<file path="src/rtl/wb_burst_master.sv">
// -----------------------------------------------------------------------------
// wb_burst_master
//   Wishbone B4 classic/registered-feedback burst master. It accepts a command
//   (direction, start word address, burst length, byte enables) and runs that
//   many beats on the bus. Write data is pulled one word per beat from a
//   valid/ready stream. Read data is returned one word per beat with no
//   backpressure. Every output comes straight from a flop.
//
//   Optional feature macro: WB_BURST_MASTER_TIMEOUT_EN
//     When defined, a beat that waits TIMEOUT_CYCLES strobe cycles without an
//     ack aborts the command: done and err pulse together and the remaining
//     beats are discarded. When undefined, the master waits for ack forever
//     and err is always 0.
//
// Ports
//   wb_clk_i, wb_rst_i       clock, asynchronous active-low reset
//   cmd_valid/cmd_ready      command handshake
//   cmd_we, cmd_addr,        direction (1 = write), start word address,
//   cmd_bl, cmd_sel          beat count (0 means 1), byte enables
//   wr_valid/wr_ready,       write-data stream
//   wr_data
//   rd_valid, rd_data        read beat return
//   done, err                one-cycle completion pulse, err = timeout abort
//   wb_cyc_o ... wb_cti_o    Wishbone master outputs
//   wb_ack_i, wb_dat_i       Wishbone slave responses
// -----------------------------------------------------------------------------
module wb_burst_master #(
    parameter int DATA_WIDTH     = 32,
    parameter int ADDR_WIDTH     = 26,
    parameter int TIMEOUT_CYCLES = 255
) (
    input  logic                    wb_clk_i,
    input  logic                    wb_rst_i,
    input  logic                    cmd_valid,
    output logic                    cmd_ready,
    input  logic                    cmd_we,
    input  logic [ADDR_WIDTH-1:0]   cmd_addr,
    input  logic [7:0]              cmd_bl,
    input  logic [DATA_WIDTH/8-1:0] cmd_sel,
    input  logic                    wr_valid,
    output logic                    wr_ready,
    input  logic [DATA_WIDTH-1:0]   wr_data,
    output logic                    rd_valid,
    output logic [DATA_WIDTH-1:0]   rd_data,
    output logic                    done,
    output logic                    err,
    output logic                    wb_cyc_o,
    output logic                    wb_stb_o,
    output logic                    wb_we_o,
    output logic [ADDR_WIDTH-1:0]   wb_addr_o,
    output logic [DATA_WIDTH-1:0]   wb_dat_o,
    output logic [DATA_WIDTH/8-1:0] wb_sel_o,
    output logic [2:0]              wb_cti_o,
    input  logic                    wb_ack_i,
    input  logic [DATA_WIDTH-1:0]   wb_dat_i
);

    localparam int SEL_WIDTH = DATA_WIDTH / 8;

    typedef enum logic [1:0] {
        S_IDLE   = 2'd0,
        S_WFETCH = 2'd1,
        S_BUS    = 2'd2
    } state_t;

    // Cycle-type tag for a beat: classic for one-beat commands, incrementing
    // burst for non-final beats, end-of-burst for the last beat.
    function automatic logic [2:0] cti_for(input logic burst, input logic [7:0] beats_left);
        logic [2:0] cti;
        if (!burst) begin
            cti = 3'b000;
        end else if (beats_left == 8'd1) begin
            cti = 3'b111;
        end else begin
            cti = 3'b010;
        end
        return cti;
    endfunction

    state_t                  state_r, state_s;
    logic [7:0]              beats_r, beats_s;
    logic                    burst_r, burst_s;
    logic                    cmd_ready_r, cmd_ready_s;
    logic                    wr_ready_r, wr_ready_s;
    logic                    cyc_r, cyc_s;
    logic                    stb_r, stb_s;
    logic                    we_r, we_s;
    logic [ADDR_WIDTH-1:0]   addr_r, addr_s;
    logic [DATA_WIDTH-1:0]   dat_r, dat_s;
    logic [SEL_WIDTH-1:0]    sel_r, sel_s;
    logic [2:0]              cti_r, cti_s;
    logic                    rd_valid_r, rd_valid_s;
    logic [DATA_WIDTH-1:0]   rd_data_r, rd_data_s;
    logic                    done_r, done_s;
    logic                    err_r, err_s;
    logic                    ack_s;
    logic                    tmo_hit_s;

    // An ack only counts while this master is strobing.
    assign ack_s = wb_ack_i & stb_r;

`ifdef WB_BURST_MASTER_TIMEOUT_EN
    localparam int TMO_W = (TIMEOUT_CYCLES > 1) ? $clog2(TIMEOUT_CYCLES + 1) : 1;
    localparam logic [TMO_W-1:0] TMO_LAST = TMO_W'(TIMEOUT_CYCLES - 1);

    logic [TMO_W-1:0] tmo_cnt_r;

    // Counts strobe cycles of the current beat that went by without an ack.
    always_ff @(posedge wb_clk_i or negedge wb_rst_i) begin
        if (!wb_rst_i) begin
            tmo_cnt_r <= {TMO_W{1'b0}};
        end else if ((state_r == S_BUS) && stb_r && !wb_ack_i) begin
            tmo_cnt_r <= tmo_cnt_r + TMO_W'(1);
        end else begin
            tmo_cnt_r <= {TMO_W{1'b0}};
        end
    end

    // This strobe cycle is the last one allowed; abort unless acked now.
    assign tmo_hit_s = (state_r == S_BUS) && stb_r && !wb_ack_i && (tmo_cnt_r == TMO_LAST);
`else
    assign tmo_hit_s = 1'b0;
`endif

    // Next-state and next-output computation for every registered output.
    always_comb begin
        state_s    = state_r;
        beats_s    = beats_r;
        burst_s    = burst_r;
        cyc_s      = cyc_r;
        stb_s      = stb_r;
        we_s       = we_r;
        addr_s     = addr_r;
        dat_s      = dat_r;
        sel_s      = sel_r;
        cti_s      = cti_r;
        rd_valid_s = 1'b0;
        rd_data_s  = rd_data_r;
        done_s     = 1'b0;
        err_s      = 1'b0;

        case (state_r)
            S_IDLE: begin
                if (cmd_valid && cmd_ready_r) begin
                    beats_s = (cmd_bl == 8'd0) ? 8'd1 : cmd_bl;
                    burst_s = (cmd_bl > 8'd1);
                    we_s    = cmd_we;
                    addr_s  = cmd_addr;
                    sel_s   = cmd_sel;
                    cyc_s   = 1'b1;
                    cti_s   = cti_for(burst_s, beats_s);
                    if (cmd_we) begin
                        state_s = S_WFETCH;
                        stb_s   = 1'b0;
                    end else begin
                        state_s = S_BUS;
                        stb_s   = 1'b1;
                    end
                end else begin
                    state_s = S_IDLE;
                end
            end

            S_WFETCH: begin
                if (wr_valid && wr_ready_r) begin
                    dat_s   = wr_data;
                    stb_s   = 1'b1;
                    cti_s   = cti_for(burst_r, beats_r);
                    state_s = S_BUS;
                end else begin
                    stb_s   = 1'b0;
                end
            end

            S_BUS: begin
                if (tmo_hit_s) begin
                    cyc_s   = 1'b0;
                    stb_s   = 1'b0;
                    we_s    = 1'b0;
                    cti_s   = 3'b000;
                    done_s  = 1'b1;
                    err_s   = 1'b1;
                    state_s = S_IDLE;
                end else if (ack_s) begin
                    beats_s = beats_r - 8'd1;
                    addr_s  = addr_r + ADDR_WIDTH'(1);
                    if (!we_r) begin
                        rd_valid_s = 1'b1;
                        rd_data_s  = wb_dat_i;
                    end else begin
                        rd_valid_s = 1'b0;
                    end
                    if (beats_r == 8'd1) begin
                        cyc_s   = 1'b0;
                        stb_s   = 1'b0;
                        we_s    = 1'b0;
                        cti_s   = 3'b000;
                        done_s  = 1'b1;
                        state_s = S_IDLE;
                    end else if (we_r) begin
                        stb_s   = 1'b0;
                        state_s = S_WFETCH;
                    end else begin
                        cti_s   = cti_for(burst_r, beats_r - 8'd1);
                    end
                end else begin
                    state_s = S_BUS;
                end
            end

            default: begin
                cyc_s   = 1'b0;
                stb_s   = 1'b0;
                we_s    = 1'b0;
                state_s = S_IDLE;
            end
        endcase

        // Handshake readies follow the state being entered so they are
        // registered yet line up with that state.
        cmd_ready_s = (state_s == S_IDLE);
        wr_ready_s  = (state_s == S_WFETCH);
    end

    // State and output registers.
    always_ff @(posedge wb_clk_i or negedge wb_rst_i) begin
        if (!wb_rst_i) begin
            state_r     <= S_IDLE;
            beats_r     <= 8'd0;
            burst_r     <= 1'b0;
            cmd_ready_r <= 1'b0;
            wr_ready_r  <= 1'b0;
            cyc_r       <= 1'b0;
            stb_r       <= 1'b0;
            we_r        <= 1'b0;
            addr_r      <= {ADDR_WIDTH{1'b0}};
            dat_r       <= {DATA_WIDTH{1'b0}};
            sel_r       <= {SEL_WIDTH{1'b0}};
            cti_r       <= 3'b000;
            rd_valid_r  <= 1'b0;
            rd_data_r   <= {DATA_WIDTH{1'b0}};
            done_r      <= 1'b0;
            err_r       <= 1'b0;
        end else begin
            state_r     <= state_s;
            beats_r     <= beats_s;
            burst_r     <= burst_s;
            cmd_ready_r <= cmd_ready_s;
            wr_ready_r  <= wr_ready_s;
            cyc_r       <= cyc_s;
            stb_r       <= stb_s;
            we_r        <= we_s;
            addr_r      <= addr_s;
            dat_r       <= dat_s;
            sel_r       <= sel_s;
            cti_r       <= cti_s;
            rd_valid_r  <= rd_valid_s;
            rd_data_r   <= rd_data_s;
            done_r      <= done_s;
            err_r       <= err_s;
        end
    end

    assign cmd_ready = cmd_ready_r;
    assign wr_ready  = wr_ready_r;
    assign rd_valid  = rd_valid_r;
    assign rd_data   = rd_data_r;
    assign done      = done_r;
    assign err       = err_r;
    assign wb_cyc_o  = cyc_r;
    assign wb_stb_o  = stb_r;
    assign wb_we_o   = we_r;
    assign wb_addr_o = addr_r;
    assign wb_dat_o  = dat_r;
    assign wb_sel_o  = sel_r;
    assign wb_cti_o  = cti_r;

endmodule

</file>
<file path="config.mk">
export PLATFORM = sky130hd
export DESIGN_NAME = wb_burst_master
export DESIGN_NICKNAME = d
export VERILOG_FILES = /design/src/rtl/wb_burst_master.sv
export SDC_FILE = /design/constraint.sdc
export NUM_CORES = 1
export LEC_CHECK = 0
export CORE_ASPECT_RATIO = 1.75
export CORE_MARGIN = 2
export CORE_UTILIZATION = 40
export DETAILED_ROUTE_END_ITERATION = 6
export PLACE_DENSITY = 0.83
export SYNTH_ARGS = -nofsm -noshare
export SYNTH_HDL_FRONTEND = slang
export SYNTH_SLANG_ARGS = --single-unit
</file>
<file path="constraint.sdc">
create_clock -name wb_clk_i -period 1.9 [get_ports wb_clk_i]
set_input_delay 0.38 -clock wb_clk_i [delete_from_list [all_inputs] [get_ports wb_clk_i]]
set_output_delay 0.38 -clock wb_clk_i [all_outputs]
set_load 0.02 [all_outputs]
</file>
== Yosys cells after proc, flatten, opt, wreduce, memory -nomap -nowiden ==
Cells that the tools add are included.

* Register bits: 115
* Input bits: 108
* Output and inout bits: 105
* Word-level logic and storage cells: 92

* Add/sub/neg operators: 2
* Order comparisons: 1
* Eq/ne operators: 12
* Mux-type cells: 45
* Bitwise logic cells: 3
* Reductions and logical operators: 14

{| class="wikitable"
|+ Operators by type and width
! kind !! number
|-
| $mux W26 || 2
|-
| $pmux W26 S2 || 1
|-
| $mux W3 || 11
|-
| $add A26 B1 Y26 const B || 1
|-
| $eq A8 B1 Y1 const B || 3
|-
| $mux W8 || 3
|-
| $mux W1 || 16
|-
| $pmux W8 S2 || 1
|-
| $mux W2 || 6
|-
| $pmux W1 S3 || 3
|-
| $pmux W3 S3 || 1
|-
| $reduce_and A3 Y1 || 3
|-
| $gt A8 B1 Y1 const B || 1
|-
| $logic_not A8 Y1 || 1
|-
| $ne A2 B2 Y1 const B || 4
|-
| $sub A8 B1 Y8 const B || 1
|-
| $ne A3 B3 Y1 const B || 2
|-
| $pmux W2 S3 || 1
|-
| $reduce_and A5 Y1 || 1
|-
| $eq A2 B1 Y1 const B || 2
|-
| $logic_not A2 Y1 || 2
|-
| $reduce_and A2 Y1 || 2
|-
| $reduce_and A4 Y1 || 1
|-
| $reduce_bool A3 Y1 || 1
|-
| other kinds (5) || 7
|}

== Longest topological paths before layout ==
* Word-level depth: 8
* Gate-level depth with buffers: 10
* Mapped depth without buffers: 7

== Worst setup path after synthesis ==
Ideal clock, no wire load.

* Path kind: register to register
* Start point: reg state_r[0]
* End point: reg rd_data_r[0] (netlist: rd_data[0])
* Setup time: 0.125 ns
* Data arrival time: 1.757 ns
* Required time: 1.775 ns
* Setup slack: 0.018 ns
* Cell stages (with the launch flop): 9
* Buffers on the path: 3
* Clock period less this slack: 1.882 ns
* Cell sequence: dfrtp_1 inv_1 ha_1 buf_2 nand3_1 nand2b_1 clkbuf_1 buf_2 mux2_2

* Word-level cells in the longest chain between the ends: 2

{| class="wikitable"
|+ RTL lines
! item !! line !! text
|-
| from (decl) || 80 || <nowiki>state_t state_r, state_s;</nowiki>
|-
| from (signal assigned) || 245 || <nowiki>state_r <= state_s;</nowiki>
|-
| $eq A2 B2 Y1 || 142 || <nowiki>case (state_r)</nowiki>
|-
| $reduce_and A3 Y1 (no line) || - ||
|-
| to (signal assigned) || 241 || <nowiki>rd_data_r <= {DATA_WIDTH{1'b0}};</nowiki>
|-
| to (signal assigned) || 258 || <nowiki>rd_data_r <= rd_data_s;</nowiki>
|-
| to (decl) || 93 || <nowiki>logic [DATA_WIDTH-1:0] rd_data_r, rd_data_s;</nowiki>
|}

No other way between the ends.
A chain may end at the register's enable or synchronous reset.

== Worst setup path in the final report ==
* Start point: reg beats_r[1]
* End point: reg cti_r[0] (netlist: wb_cti_o[0])

* Word-level cells in the longest chain between the ends: 8
* Elaborated cells between the ends (all ways): 14
* Classes of those cells: add/sub: 1; eq/ne: 3; mux: 9; reduce/logical: 1

{| class="wikitable"
|+ RTL lines
! item !! line !! text
|-
| from (decl) || 81 || <nowiki>logic [7:0] beats_r, beats_s;</nowiki>
|-
| from (signal assigned) || 246 || <nowiki>beats_r <= beats_s;</nowiki>
|-
| $sub A8 B1 Y8 || 204 || <nowiki>cti_s = cti_for(burst_r, beats_r - 8'd1);</nowiki>
|-
| $eq A8 B1 Y1 || 72 || <nowiki>end else if (beats_left == 8'd1) begin</nowiki>
|-
| $mux W3 || 72 ||
|-
| $mux W3 || 70 || <nowiki>if (!burst) begin</nowiki>
|-
| $mux W3 || 200 || <nowiki>end else if (we_r) begin</nowiki>
|-
| $mux W3 || 193 || <nowiki>if (beats_r == 8'd1) begin</nowiki>
|-
| $mux W3 || 184 || <nowiki>end else if (ack_s) begin</nowiki>
|-
| $pmux W3 S3 || 142 ||
|-
| to (signal assigned) || 256 || <nowiki>cti_r <= cti_s;</nowiki>
|-
| to (decl) || 91 || <nowiki>logic [2:0] cti_r, cti_s;</nowiki>
|}

Several ways; a longest one is shown, not always the timed one. The select of a mux whose other input is x is not followed.

==> impl_metrics.ini <==
[status]
status = finished clean

[critical_path]
crit_type = flop to flop
crit_fanout = 5
cp_slowest_cell = a2111oi_4
crit_buf_inv = 2
cp_slowest_stage_delay_ns = 0.42
arrival_ns = 2.14
path_cells = inv_2 > ha_4 > nor4b_4 > a21oi_4 > a2111oi_4 > buf_4 > o22ai_2
critPathLaunchType = flop
critPathRequiredTime_ns = 2.17
endpoint_kind = flop
cp_top_family = compound AO/OA/AOI/OAI gates

[logic_synthesis]
synth_top_family_by_area = multiplexers
synth_warnings = 0
synth-edff-count = 0
yosys.area.top_type = dfrtp_1
synth_fa_ha_area_share_pct = 1.84
synth_mux_area_share_pct = 17.5
synth-xor-area-share_pct = 0
synth_area_leaders = dfrtp_1, mux2_2, mux2i_1, a21oi_1, o21ai_0
ys_ff_latch = 114
synth_fp_nets = 592
synth_commonest_cells = dfrtp_1, mux2_2, nand2_1, a21oi_1, o21ai_0
synth_compound_area_share_pct = 12.2
synthDistinctLibCells = 50
yosysMostFrequentCell = dfrtp_1
syn_inst = 476
synth_top_area_share_pct = 52.6
postSynthAreaPerCell_um2 = 11.4
synth_area_um2 = 5430
synth_top_flop_cell = dfrtp_1
synthSimpleGateAreaFrac_pct = 12.9
synthArstFlopShare_pct = 100
seq_area_frac_synth_pct = 52.6

[floorplanning]
io_pins = 213
die_y_um = 158
die_area_um2 = 14600
die_w_um = 92.1
initial_core_util_pct = 40.8
coreArea_um2 = 13300
placementRows = 56

[route]
drtIter0Drc = 287
routed_via_density = 5.38
drcViolationCount = 0
ant_nets = 0
routed_wl_um = 16500
avgRoutedWirePerCell_um = 18.0
drt_first_pass_iters = 4
route.vias.total = 4941

[grt]
grt_pass1_wl_um = 25400
antenna_found_initial = 0
grt_use_total_pct = 22.3
grt_pass1_vias = 5203
grt_max_degree = 56
overflow = 0

[clock_tree]
root_buffer = clkbuf_16
htree_levels = 4
numCtsBuffers = 17
clock-sinks = 114
insertion_delay_ns = 0.40
cts_tree = done
clk_pin_slew_ns = 0.06
ctsLongestPathBuffers = 2

[job]
maxCapViolations = 0

[timing]
slew_violations = 0
fmax_mhz = 534
skew_ns = 0.0107
finalCritPeriodShare_pct = 98.5
grt_setup_unrepaired = true
period_needed_ns = 1.87
fin_hold_ws_ns = 0.372
setup_violations = 0
finalHoldViolations = 0

[layout]
antenna_cells = 0
num-nets-final = 848
drive_above_1_share_pct = 24.6
syn2layout_area_growth_pct = 62.7
stdcell_count = 919

[place]
dp.final_hpwl_um = 12200
place.gp.congestion = 0.849
dp_cells = 882
port_buffers = 211

[power_and_ir_drop]
ir_worst_vdd_v = 0.000986
power_mw = 16.1
p_per_area_nw_per_um2 = 1830
p_leak_nw = 3.89

[hold_path]
min_path_type = input port to asynchronous set/reset pin
[cell type report]
| cell class | count | area [µm²] |
|---|---|---|
| inverter | 9 | 33.8 |
| fill | 1013 | 4480 |
| clock inverter | 13 | 160 |
| sequential | 114 | 2860 |
| tap | 174 | 218 |
| clock buffer | 19 | 433 |
| timing repair buffer | 262 | 2590 |
| multi-input combinational | 328 | 2540 |
[state kept, by name, summed over array words and instances (netlist names)]
signal / cells
wb_stb_o: 1
cmd_ready: 1
burst_r: 1
beats_r: 8
wr_ready: 1
rd_valid: 1
wb_dat_o: 32
wb_we_o: 1
wb_cti_o: 2
done: 1
wb_addr_o: 26
rd_data: 32
wb_sel_o: 4
wb_cyc_o: 1
state_r: 2
[placed cells by master (no fill, tap or decap), drive strengths merged, types with 2 or more instances in the layout]
| cell | instances |
|---|---|
| o21ai | 26 |
| a21boi | 2 |
| nor3 | 12 |
| o22ai | 11 |
| or4 | 2 |
| inv | 11 |
| a31oi | 4 |
| ha | 8 |
| dlymetal6s2s | 12 |
| mux2i | 16 |
| clkinvlp | 5 |
| nor4 | 4 |
| a21o | 3 |
| clkdlybuf4s50 | 190 |
| mux2 | 70 |
| a221o | 2 |
| or3 | 4 |
| nand2 | 34 |
| clkinv | 3 |
| nand3 | 18 |
| dfrtp | 114 |
| buf | 51 |
| nand4 | 6 |
| and4 | 5 |
| bufinv | 3 |
| clkbuf | 19 |
| and2 | 2 |
| nor3b | 4 |
| a21bo | 2 |
| and3 | 9 |
| o211ai | 3 |
| a22oi | 14 |
| dlygate4sd2 | 8 |
| a21oi | 29 |
| nand2b | 3 |
| nor2 | 21 |
[cell families (layout without fill, tap and decap cells)]
kind of cell	after synthesis	after routing
AND/OR/NAND/NOR	129	129
adder cells (fa/ha/maj)	8	8
buffers and inverters	34	303
multiplexers	86	86
other	1	1
flip-flops	114	114
AO/OA/AOI/OAI	104	104
[per-stage QoR]
stage | setup slack (ns) | util (%) | setup TNS, ns | area, µm²
3_5_place_dp | -0.144 | 60.5 | -3.70 | 8050
3_3_place_gp | -0.0887 | 60.5 | -1.13 | 8050
4_1_cts | 0.00398 | 65.0 | 0 | 8660
2_1_floorplan | 0.0180 | - | 0 | 5430
6_report | 0.0280 | 66.3 | 0 | 8830
5_1_grt | -0.0823 | 66.3 | -0.307 | 8830
[per-layer routing]
metal  track usage (%)  vias up  share of wire (%)
met4              10.6        0                3.4
met2              41.0      185                 57
li1                  -     2261                  -
met1              23.6     2454                 35
met3              5.43       41                5.2
met5                 0        -                  0
[final timing paths]
check	start	endpoint	slack [ns]	depth (start not counted)
max	beats_r[1]	wb_cti_o[0]	0.03	7
min	wb_rst_i	wb_addr_o[9]	0.37	2
max reg2reg	beats_r[1]	wb_cti_o[0]	0.03	7
min reg2reg	wb_dat_o[11]	wb_dat_o[11]	0.50	1
max in group asynchronous	wb_rst_i	state_r[1]	0.94	3
min in group wb_clk_i	wb_dat_o[11]	wb_dat_o[11]	0.50	1
[power breakdown]
group	switching (mW)	internal, mW
Combinational	4.24	4.15
Clock	1.15	2.06
Sequential	0.915	3.62
[worst reg2reg max path, stage by stage (launching register included)]
cell and delay, ns:
dfrtp_1 0.39, inv_2 0.08, ha_4 0.12, nor4b_4 0.35, a21oi_4 0.14, a2111oi_4 0.42, buf_4 0.18, o22ai_2 0.06
[repair_timing]
action                                 4_1_cts  5_1_grt
setup endpoints to repair                   30       46
hold buffers                                 1        0
endpoints found under the hold margin       12        0
gates resized for setup                     13       37
buffers inserted                             0        4
pin swaps                                    1        5
cloned                                       0        0
Note: power is estimated with default switching activity, not from simulation.
